### config.mk
export PLATFORM = sky130hd
export DESIGN_NAME = tone_sequencer
export DESIGN_NICKNAME = d
export VERILOG_FILES = /design/src/rtl/tone_pkg.sv /design/src/rtl/tone_pitch_lut.sv /design/src/rtl/tone_sequencer.sv
export SDC_FILE = /design/constraint.sdc
export NUM_CORES = 1
export LEC_CHECK = 0
export ABC_AREA = 1
export BUFFER_PORTS_ARGS = -buffer_cell sky130_fd_sc_hd__buf_2
export CORE_MARGIN = 2
export CORE_UTILIZATION = 25
export DETAILED_ROUTE_END_ITERATION = 10
export HOLD_SLACK_MARGIN = 0.08
export PLACE_DENSITY = 0.51
export SYNTH_ARGS = -nofsm -noshare
export SYNTH_HDL_FRONTEND = slang
export SYNTH_SLANG_ARGS = --single-unit
### constraint.sdc
create_clock -name sys_clk -period 4.2 [get_ports sys_clk]
set_input_delay 0.42 -clock sys_clk [delete_from_list [all_inputs] [get_ports sys_clk]]
set_output_delay 0.42 -clock sys_clk [all_outputs]
set_load 0.02 [all_outputs]
### src/rtl/tone_pkg.sv
// tone_pkg: shared types, note-code constants and the equal-tempered
// pitch function used to build the sequencer's half-period ROM.
//   state_e      : sequencer FSM states
//   NOTE_REST    : code 0, silence
//   NOTE_C4      : code of middle C; codes step one semitone each
//   half_period(): CLK_HZ / (2 * f) in clock cycles, A4 = 440 Hz
package tone_pkg;

  typedef enum logic [1:0] {
    ST_IDLE  = 2'd0,
    ST_FETCH = 2'd1,
    ST_LOAD  = 2'd2,
    ST_PLAY  = 2'd3
  } state_e;

  localparam int NOTE_REST     = 0;
  localparam int NOTE_C4       = 25;
  localparam int SEMIS_PER_OCT = 12;

  // Octave-4 frequencies in millihertz; other octaves are reached by shifting.
  function automatic longint oct4_mhz(input int semi);
    case (semi)
      0:       return 64'sd261626;
      1:       return 64'sd277183;
      2:       return 64'sd293665;
      3:       return 64'sd311127;
      4:       return 64'sd329628;
      5:       return 64'sd349228;
      6:       return 64'sd369994;
      7:       return 64'sd391995;
      8:       return 64'sd415305;
      9:       return 64'sd440000;
      10:      return 64'sd466164;
      11:      return 64'sd493883;
      default: return 64'sd0;
    endcase
  endfunction

  function automatic longint half_period(input int code, input longint clk_hz);
    int     rel;
    int     oct;
    int     semi;
    longint f;
    if (code == NOTE_REST) return 64'sd0;
    rel  = code - NOTE_C4;
    // floor division so codes below C4 land in lower octaves
    oct  = (rel >= 0) ? rel / SEMIS_PER_OCT
                      : -((SEMIS_PER_OCT - 1 - rel) / SEMIS_PER_OCT);
    semi = rel - oct * SEMIS_PER_OCT;
    f    = oct4_mhz(semi);
    if (oct >= 0)
      return (clk_hz * 64'sd1000) / (64'sd2 * (f << oct));
    else
      return ((clk_hz * 64'sd1000) << (-oct)) / (64'sd2 * f);
  endfunction

endpackage

### src/rtl/tone_pitch_lut.sv
// tone_pitch_lut: combinational note-code -> half-period ROM.
//   code_i : note code (0 = rest, yields 0)
//   half_o : half-period in sys_clk cycles
// OVR_EN replaces the computed table with OVR_TABLE (entry n at bits
// [n*HALF_W +: HALF_W]), used where the clock is too slow for real pitches.
module tone_pitch_lut import tone_pkg::*; #(
  parameter int                              CLK_HZ    = 100_000_000,
  parameter int                              NOTE_W    = 6,
  parameter int                              HALF_W    = 20,
  parameter bit                              OVR_EN    = 1'b0,
  parameter logic [(2**NOTE_W)*HALF_W-1:0]   OVR_TABLE = '0
) (
  input  logic [NOTE_W-1:0] code_i,
  output logic [HALF_W-1:0] half_o
);

  localparam int NUM = 2 ** NOTE_W;

  logic [HALF_W-1:0] rom [NUM];

  for (genvar g = 0; g < NUM; g++) begin : g_rom
    localparam longint HP = OVR_EN ? longint'(OVR_TABLE[g*HALF_W +: HALF_W])
                                   : half_period(g, longint'(CLK_HZ));
    if (HP > ((64'sd1 <<< HALF_W) - 64'sd1)) begin : g_range
      $error("tone_pitch_lut: half-period of code %0d does not fit HALF_W", g);
    end
    assign rom[g] = HP[HALF_W-1:0];
  end

  assign half_o = rom[code_i];

endmodule

### src/rtl/tone_sequencer.sv
// tone_sequencer: plays {note, dur} entries from a synchronous score ROM
// as a square wave on speaker/buzzer.
//   sys_clk, rst        : clock, async active-high reset
//   start, stop         : one-cycle play / abort requests (stop wins)
//   loop_en             : wrap to entry 0 at end of score
//   score_len           : entry count, latched at start
//   score_addr/data     : ROM port, data valid one cycle after addr
//   speaker, buzzer     : square wave (buzzer is a copy)
//   busy, done, note_cur: status
//
// state | meaning
// IDLE  | waiting for start
// FETCH | score_addr presented, ROM read in flight
// LOAD  | capture note, duration and half-period
// PLAY  | tone and duration counters running
module tone_sequencer import tone_pkg::*; #(
  parameter int                              CLK_HZ        = 100_000_000,
  parameter int                              BEAT_HZ       = 8,
  parameter int                              ADDR_W        = 8,
  parameter int                              NOTE_W        = 6,
  parameter int                              DUR_W         = 4,
  parameter int                              HALF_W        = 20,
  parameter bit                              LUT_OVR_EN    = 1'b0,
  parameter logic [(2**NOTE_W)*HALF_W-1:0]   LUT_OVR_TABLE = '0
) (
  input  logic                    sys_clk,
  input  logic                    rst,
  input  logic                    start,
  input  logic                    stop,
  input  logic                    loop_en,
  input  logic [ADDR_W-1:0]       score_len,
  output logic [ADDR_W-1:0]       score_addr,
  input  logic [NOTE_W+DUR_W-1:0] score_data,
  output logic                    speaker,
  output logic                    buzzer,
  output logic                    busy,
  output logic                    done,
  output logic [NOTE_W-1:0]       note_cur
);

  localparam int PRESC_N = CLK_HZ / BEAT_HZ;
  localparam int PRESC_W = (PRESC_N > 1) ? $clog2(PRESC_N) : 1;
  localparam logic [PRESC_W-1:0] PRESC_MAX = PRESC_W'(PRESC_N - 1);

  if (PRESC_N < 1) begin : g_presc_chk
    $error("tone_sequencer: CLK_HZ/BEAT_HZ must be at least 1");
  end

  state_e              state_q,  state_d;
  logic [ADDR_W-1:0]   addr_q,   addr_d;
  logic [ADDR_W-1:0]   len_q,    len_d;
  logic [DUR_W-1:0]    dur_q,    dur_d;
  logic [HALF_W-1:0]   half_q,   half_d;
  logic [PRESC_W-1:0]  presc_q,  presc_d;
  logic [HALF_W-1:0]   tone_q,   tone_d;
  logic                spk_q,    spk_d;
  logic [NOTE_W-1:0]   note_q,   note_d;
  logic                done_q,   done_d;
  logic                busy_q,   busy_d;

  logic [NOTE_W-1:0]   rom_note;
  logic [DUR_W-1:0]    rom_dur;
  logic [HALF_W-1:0]   lut_half;
  logic                wrap;
  logic                note_end;
  logic                last;
  logic                silent;

  assign rom_note = score_data[NOTE_W+DUR_W-1:DUR_W];
  assign rom_dur  = score_data[DUR_W-1:0];

  tone_pitch_lut #(
    .CLK_HZ    (CLK_HZ),
    .NOTE_W    (NOTE_W),
    .HALF_W    (HALF_W),
    .OVR_EN    (LUT_OVR_EN),
    .OVR_TABLE (LUT_OVR_TABLE)
  ) u_lut (
    .code_i (rom_note),
    .half_o (lut_half)
  );

  assign wrap     = (presc_q == PRESC_MAX);
  assign note_end = (state_q == ST_PLAY) && wrap && (dur_q == '0);
  assign last     = (addr_q == len_q - 1'b1);
  assign silent   = (note_q == '0) || (half_q == '0);

  always_ff @(posedge sys_clk or posedge rst) begin
    if (rst) begin
      state_q <= ST_IDLE;
      addr_q  <= '0;
      len_q   <= '0;
      dur_q   <= '0;
      half_q  <= '0;
      presc_q <= '0;
      tone_q  <= '0;
      spk_q   <= 1'b0;
      note_q  <= '0;
      done_q  <= 1'b0;
      busy_q  <= 1'b0;
    end else begin
      state_q <= state_d;
      addr_q  <= addr_d;
      len_q   <= len_d;
      dur_q   <= dur_d;
      half_q  <= half_d;
      presc_q <= presc_d;
      tone_q  <= tone_d;
      spk_q   <= spk_d;
      note_q  <= note_d;
      done_q  <= done_d;
      busy_q  <= busy_d;
    end
  end

  always_comb begin
    state_d = state_q;
    if (stop) begin
      state_d = ST_IDLE;
    end else begin
      case (state_q)
        ST_IDLE:  if (start && (score_len != '0)) state_d = ST_FETCH;
        ST_FETCH: state_d = ST_LOAD;
        ST_LOAD:  state_d = ST_PLAY;
        ST_PLAY:  if (note_end) state_d = (!last || loop_en) ? ST_FETCH : ST_IDLE;
        default:  state_d = ST_IDLE;
      endcase
    end
  end

  always_comb begin
    addr_d  = addr_q;
    len_d   = len_q;
    dur_d   = dur_q;
    half_d  = half_q;
    presc_d = presc_q;
    tone_d  = tone_q;
    spk_d   = spk_q;
    note_d  = note_q;
    done_d  = 1'b0;
    busy_d  = (state_d != ST_IDLE);
    if (stop) begin
      addr_d  = '0;
      dur_d   = '0;
      half_d  = '0;
      presc_d = '0;
      tone_d  = '0;
      spk_d   = 1'b0;
      note_d  = '0;
    end else begin
      case (state_q)
        ST_IDLE: begin
          if (start) begin
            if (score_len != '0) begin
              len_d  = score_len;
              addr_d = '0;
            end else begin
              done_d = 1'b1;
            end
          end
        end
        ST_LOAD: begin
          note_d  = rom_note;
          dur_d   = rom_dur;
          half_d  = lut_half;
          presc_d = '0;
          tone_d  = '0;
          spk_d   = 1'b0;
        end
        ST_PLAY: begin
          if (wrap) begin
            presc_d = '0;
            if (dur_q != '0) dur_d = dur_q - 1'b1;
          end else begin
            presc_d = presc_q + 1'b1;
          end
          if (silent) begin
            spk_d  = 1'b0;
            tone_d = '0;
          end else if (tone_q == half_q - 1'b1) begin
            spk_d  = ~spk_q;
            tone_d = '0;
          end else begin
            tone_d = tone_q + 1'b1;
          end
          // speaker must sit low across the FETCH/LOAD gap
          if (note_end) begin
            spk_d  = 1'b0;
            tone_d = '0;
            if (!last) begin
              addr_d = addr_q + 1'b1;
            end else if (loop_en) begin
              addr_d = '0;
            end else begin
              addr_d = '0;
              note_d = '0;
              done_d = 1'b1;
            end
          end
        end
        default: ;
      endcase
    end
  end

  assign score_addr = addr_q;
  assign speaker    = spk_q;
  assign buzzer     = spk_q;
  assign busy       = busy_q;
  assign done       = done_q;
  assign note_cur   = note_q;

endmodule

==> Flow_metrics.wiki <==
{| class="wikitable"
! Metric !! Value
|-
| Count of instances resized after the clock tree is built || 0
|-
| Remaining max-slew budget at the tightest pin || 39.69%
|-
| Via count || 7,371
|-
| Post-layout net count || 1,179
|-
| Min Tclk post-route || 2.437 ns
|-
| Final HPWL DP || 17.64 mm
|-
| Syn Nets || 1,147
|-
| Required time of the critical path || 4.42 ns
|-
| Post-synthesis share of cell area spent on full adders, half adders and majority gates || 3.339%
|-
| Max-cap violations || 0
|-
| Count of yosys warnings during synthesis || 0
|-
| P per Cell Area || 413.6 nW/um^2
|-
| Critical path startpoint || half_q[0]
|-
| Diodes inserted || 0
|-
| Buffers inserted by post-CTS timing repair || 0
|-
| Register-to-register setup slack || 1.76 ns
|-
| Clock latency reported for the late side of the worst-skew pair || 0.36 ns
|-
| Crit-path max cell delay || 0.42 ns
|-
| Most used flip-flop cell after synthesis || sky130_fd_sc_hd__dfrtp_1
|-
| Total congestion overflow || 0
|-
| DRC Markers || 0
|-
| Full die area || 31,380 um^2
|-
| Area fraction of the dominant cell type after synthesis || 31.72%
|-
| Slew of the pin with the lowest slew margin || 0.9047 ns
|-
| Final hold violation count || 0
|-
| Synthesized area per cell || 6.789 um^2
|-
| Leakage || 3.892 nW
|-
| Count of buffer and inverter cells on the critical path || 1
|-
| Worst endpoint data arrival time || 2.66 ns
|-
| Synthesis-stage register bit count || 95
|-
| CP Cell Sequence || inv_2 > ha_1 > nand2_4 > nor2_8 > nand3_1 > o21ai_0 > nor2_1 > nand2_4 > o22ai_1
|-
| Sequential fraction of the synthesis area || 31.72%
|-
| Effective utilization at floorplan || 25.35%
|-
| Area overhead of the layout relative to synthesis || 12.05%
|-
| Total iterations of the first detailed-routing run || 6
|-
| Maximum VDD drop || 0.0001952 V
|-
| Critical Setup Path Class || flop to flop
|-
| Highest metal used || met4
|-
| DR WL met3 || 1.177 mm
|-
| Final setup fails || 0
|-
| Vias in the first global route || 7,010
|-
| Initial antenna violation count || 0
|-
| Crit-path leading delay family || simple AND/OR/NAND/NOR gates
|-
| Setup_tns || 0 ns
|-
| Max stage delay cell, worst path || sky130_fd_sc_hd__o21ai_0
|-
| Count of clock tree sinks || 95
|-
| Kind of end point of the critical path || flop
|-
| Commonest non-fill, non-tap cell in the layout || sky130_fd_sc_hd__nand2_1
|-
| IO Pins || 41
|-
| Setup repair after global routing missed its margin || false
|-
| Biggest fanout along the worst timing path || 17
|-
| Remaining antenna violation count after routing || 0
|-
| Most frequent CP cell || sky130_fd_sc_hd__nand2_4
|-
| Depth of the worst register-to-register path || 9
|-
| Clock tree from TritonCTS || built
|-
| Largest cells by area after synthesis || sky130_fd_sc_hd__dfrtp_1 (32%), sky130_fd_sc_hd__nand2_1 (15%), sky130_fd_sc_hd__inv_1 (6.7%)
|-
| Number of buffers inserted during clock tree synthesis || 9
|-
| Instance count of the mapped netlist || 1,104
|-
| Cell accounting for the most synthesized area || sky130_fd_sc_hd__dfrtp_1
|-
| Met2 Wirelength || 10.10 mm
|-
| Wire length of the first global-routing pass || 37.19 mm
|-
| Simple-Gate Fraction of Synth Area || 35.14%
|-
| Overall power consumption || 0.003473 W
|-
| Cell area after technology mapping || 7495 um^2
|-
| Final worst-path cycle share || 58.02%
|-
| Maximum frequency from static timing analysis || 410.4 MHz
|-
| Fill cell count || 3,280
|-
| Commonest cells after routing, fill and taps aside || sky130_fd_sc_hd__nand2_1 (297), sky130_fd_sc_hd__inv_1 (133), sky130_fd_sc_hd__nor2_1 (112)
|-
| Hold Crit Class || input port to asynchronous set/reset pin
|-
| Run status || finished, final reports clean
|-
| Maximum number of pins on one net before global-route repair || 71
|-
| Global-route total usage across every layer || 14.79%
|-
| Starting DRC count in detailed routing || 532
|-
| Dpl cell area || 8112 um^2
|-
| Total stage count of the critical path || 9
|-
| Critical register-to-register path endpoint || tone_q[13]
|-
| Crit path launch type || flop
|-
| Proportion of register bits with asynchronous set or reset after synthesis || 100.0%
|-
| Clock tree root driver cell || sky130_fd_sc_hd__clkbuf_16
|-
| Final worst clock skew || 0.008979 ns
|-
| Proportion of layout cells with a drive suffix above 1 || 11.48%
|-
| CTS H-tree depth || 3
|-
| CTS Hold Bufs || 0
|-
| Xor-xnor portion of the synthesized cell area || 5.726%
|-
| Post-DR wirelength/cell || 14.97 um
|-
| Mean number of vias per cell || 4.815
|-
| Total routed wire length on the met1 layer || 10.90 mm
|-
| Total count of max-transition violations in the final report || 0
|-
| Synth Area in Compound Gates || 14.57%
|-
| Main combinational cell family by area after synthesis || simple AND/OR/NAND/NOR gates
|-
| Launching point of the worst reg2reg path || half_q[0]
|-
| Maximum buffer depth of the clock tree || 2
|-
| Number of library cell types mapped by synthesis || 55
|-
| Count of buffers inserted at the top-level ports || 40
|-
| Die height || 177.1 um
|-
| Summed area of non-filler cells in the final layout || 8398 um^2
|-
| FP Rows || 63
|-
| Clock-pin slew on the worst setup and hold paths || 0.08 ns
|-
| Placeable Area || 29,560 um^2
|-
| Total Wirelength || 22.92 mm
|-
| Destination of the critical timing path || tone_q[13]
|-
| Final weighted congestion of routability-driven global placement || 0.9608
|-
| Number of enable flip-flop cells after synthesis || 0
|-
| Share of cell area taken by muxes after synthesis || 0.3005%
|-
| Chip width || 177.1 um
|}
==> state kept, by name, summed over array words and instances, names as in the netlist, 2 cells and up <==
name and cells:
dur_q 4, half_q 20, len_q 8, note_cur 6, presc_q 24, score_addr 8, state_q 2, tone_q 20
==> per-stage QoR <==
step | setup WS (ns) | util (%) | hold slack, ns | cells
after floorplan | 1.303 | - | 0.4456 | 1104
after global placement | 1.629 | 27.44 | 0.4756 | 1515
after detailed placement | 1.738 | 27.44 | 0.4812 | 1515
after CTS | 1.719 | 28.41 | 0.2934 | 1531
after global routing | 1.517 | 28.41 | 0.3103 | 1531
final | 1.763 | 28.41 | 0.2515 | 1531
==> layout make-up <==
| type | count | area, um^2 | area share (%) |
|---|---|---|---|
| flip-flops and latches | 95 | 2377 | 28.31 |
| clock buffers | 9 | 225.2 | 2.682 |
| repair buffers | 46 | 245.2 | 2.920 |
| clock inverters | 7 | 61.31 | 0.7300 |
| multi-input cells | 832 | 4428 | 52.73 |
| inverters | 152 | 573.1 | 6.824 |
| well taps | 390 | 488.0 | 5.810 |
==> how the worst min path moves through the flow <==
stage                 startpoint           to  slack, ns
global placement     presc_q[21]  presc_q[21]       0.48
detailed placement   presc_q[21]  presc_q[21]       0.48
global route        score_len[6]     len_q[6]       0.31
floorplan            presc_q[21]  presc_q[21]       0.45
finish                       rst     len_q[3]       0.25
CTS                          rst     len_q[2]       0.29
==> power breakdown <==
group	leakage (nW)	total (W)	internal, W	switching [W]
clock	0.135	0.000828	0.000414	0.000413
sequential	1.30	0.00112	0.00101	0.000111
combinational	2.46	0.00152	0.000501	0.00102
==> synthesized netlist by cell type (all sizes together), types with 3 or more instances <==
cell type,number
a21oi,38
ha,20
nand3b,6
xor2,37
nand3,75
o22ai,25
nand2,308
o41ai,3
clkbuf,16
a31oi,13
inv,149
buf,9
o32ai,3
xnor2,12
clkinv,3
dfrtp,95
nor2,130
o21ai,69
o31ai,3
nand4,21
nor3,29
or2,4
nor4,9
nor3b,4
==> routing by layer <==
metal | vias to the layer above | track usage [%]
met5 | - | 0
met4 | 0 | 5.820
met3 | 51 | 2.320
met2 | 239 | 23.28
met1 | 3402 | 20.21
li1 | 3679 | -
==> kinds of logic (layout without fill, tap and decap cells) <==
logic type / count (synthesis) / in the layout
muxes: 2 / 2
and+or+nand+nor: 587 / 587
DFF: 95 / 95
adders and majority gates: 20 / 20
xor gates and xnor gates: 49 / 49
AOI/OAI and AO/OA: 174 / 174
buffers and inverters: 177 / 214
Power figures use the tool's default switching activity.
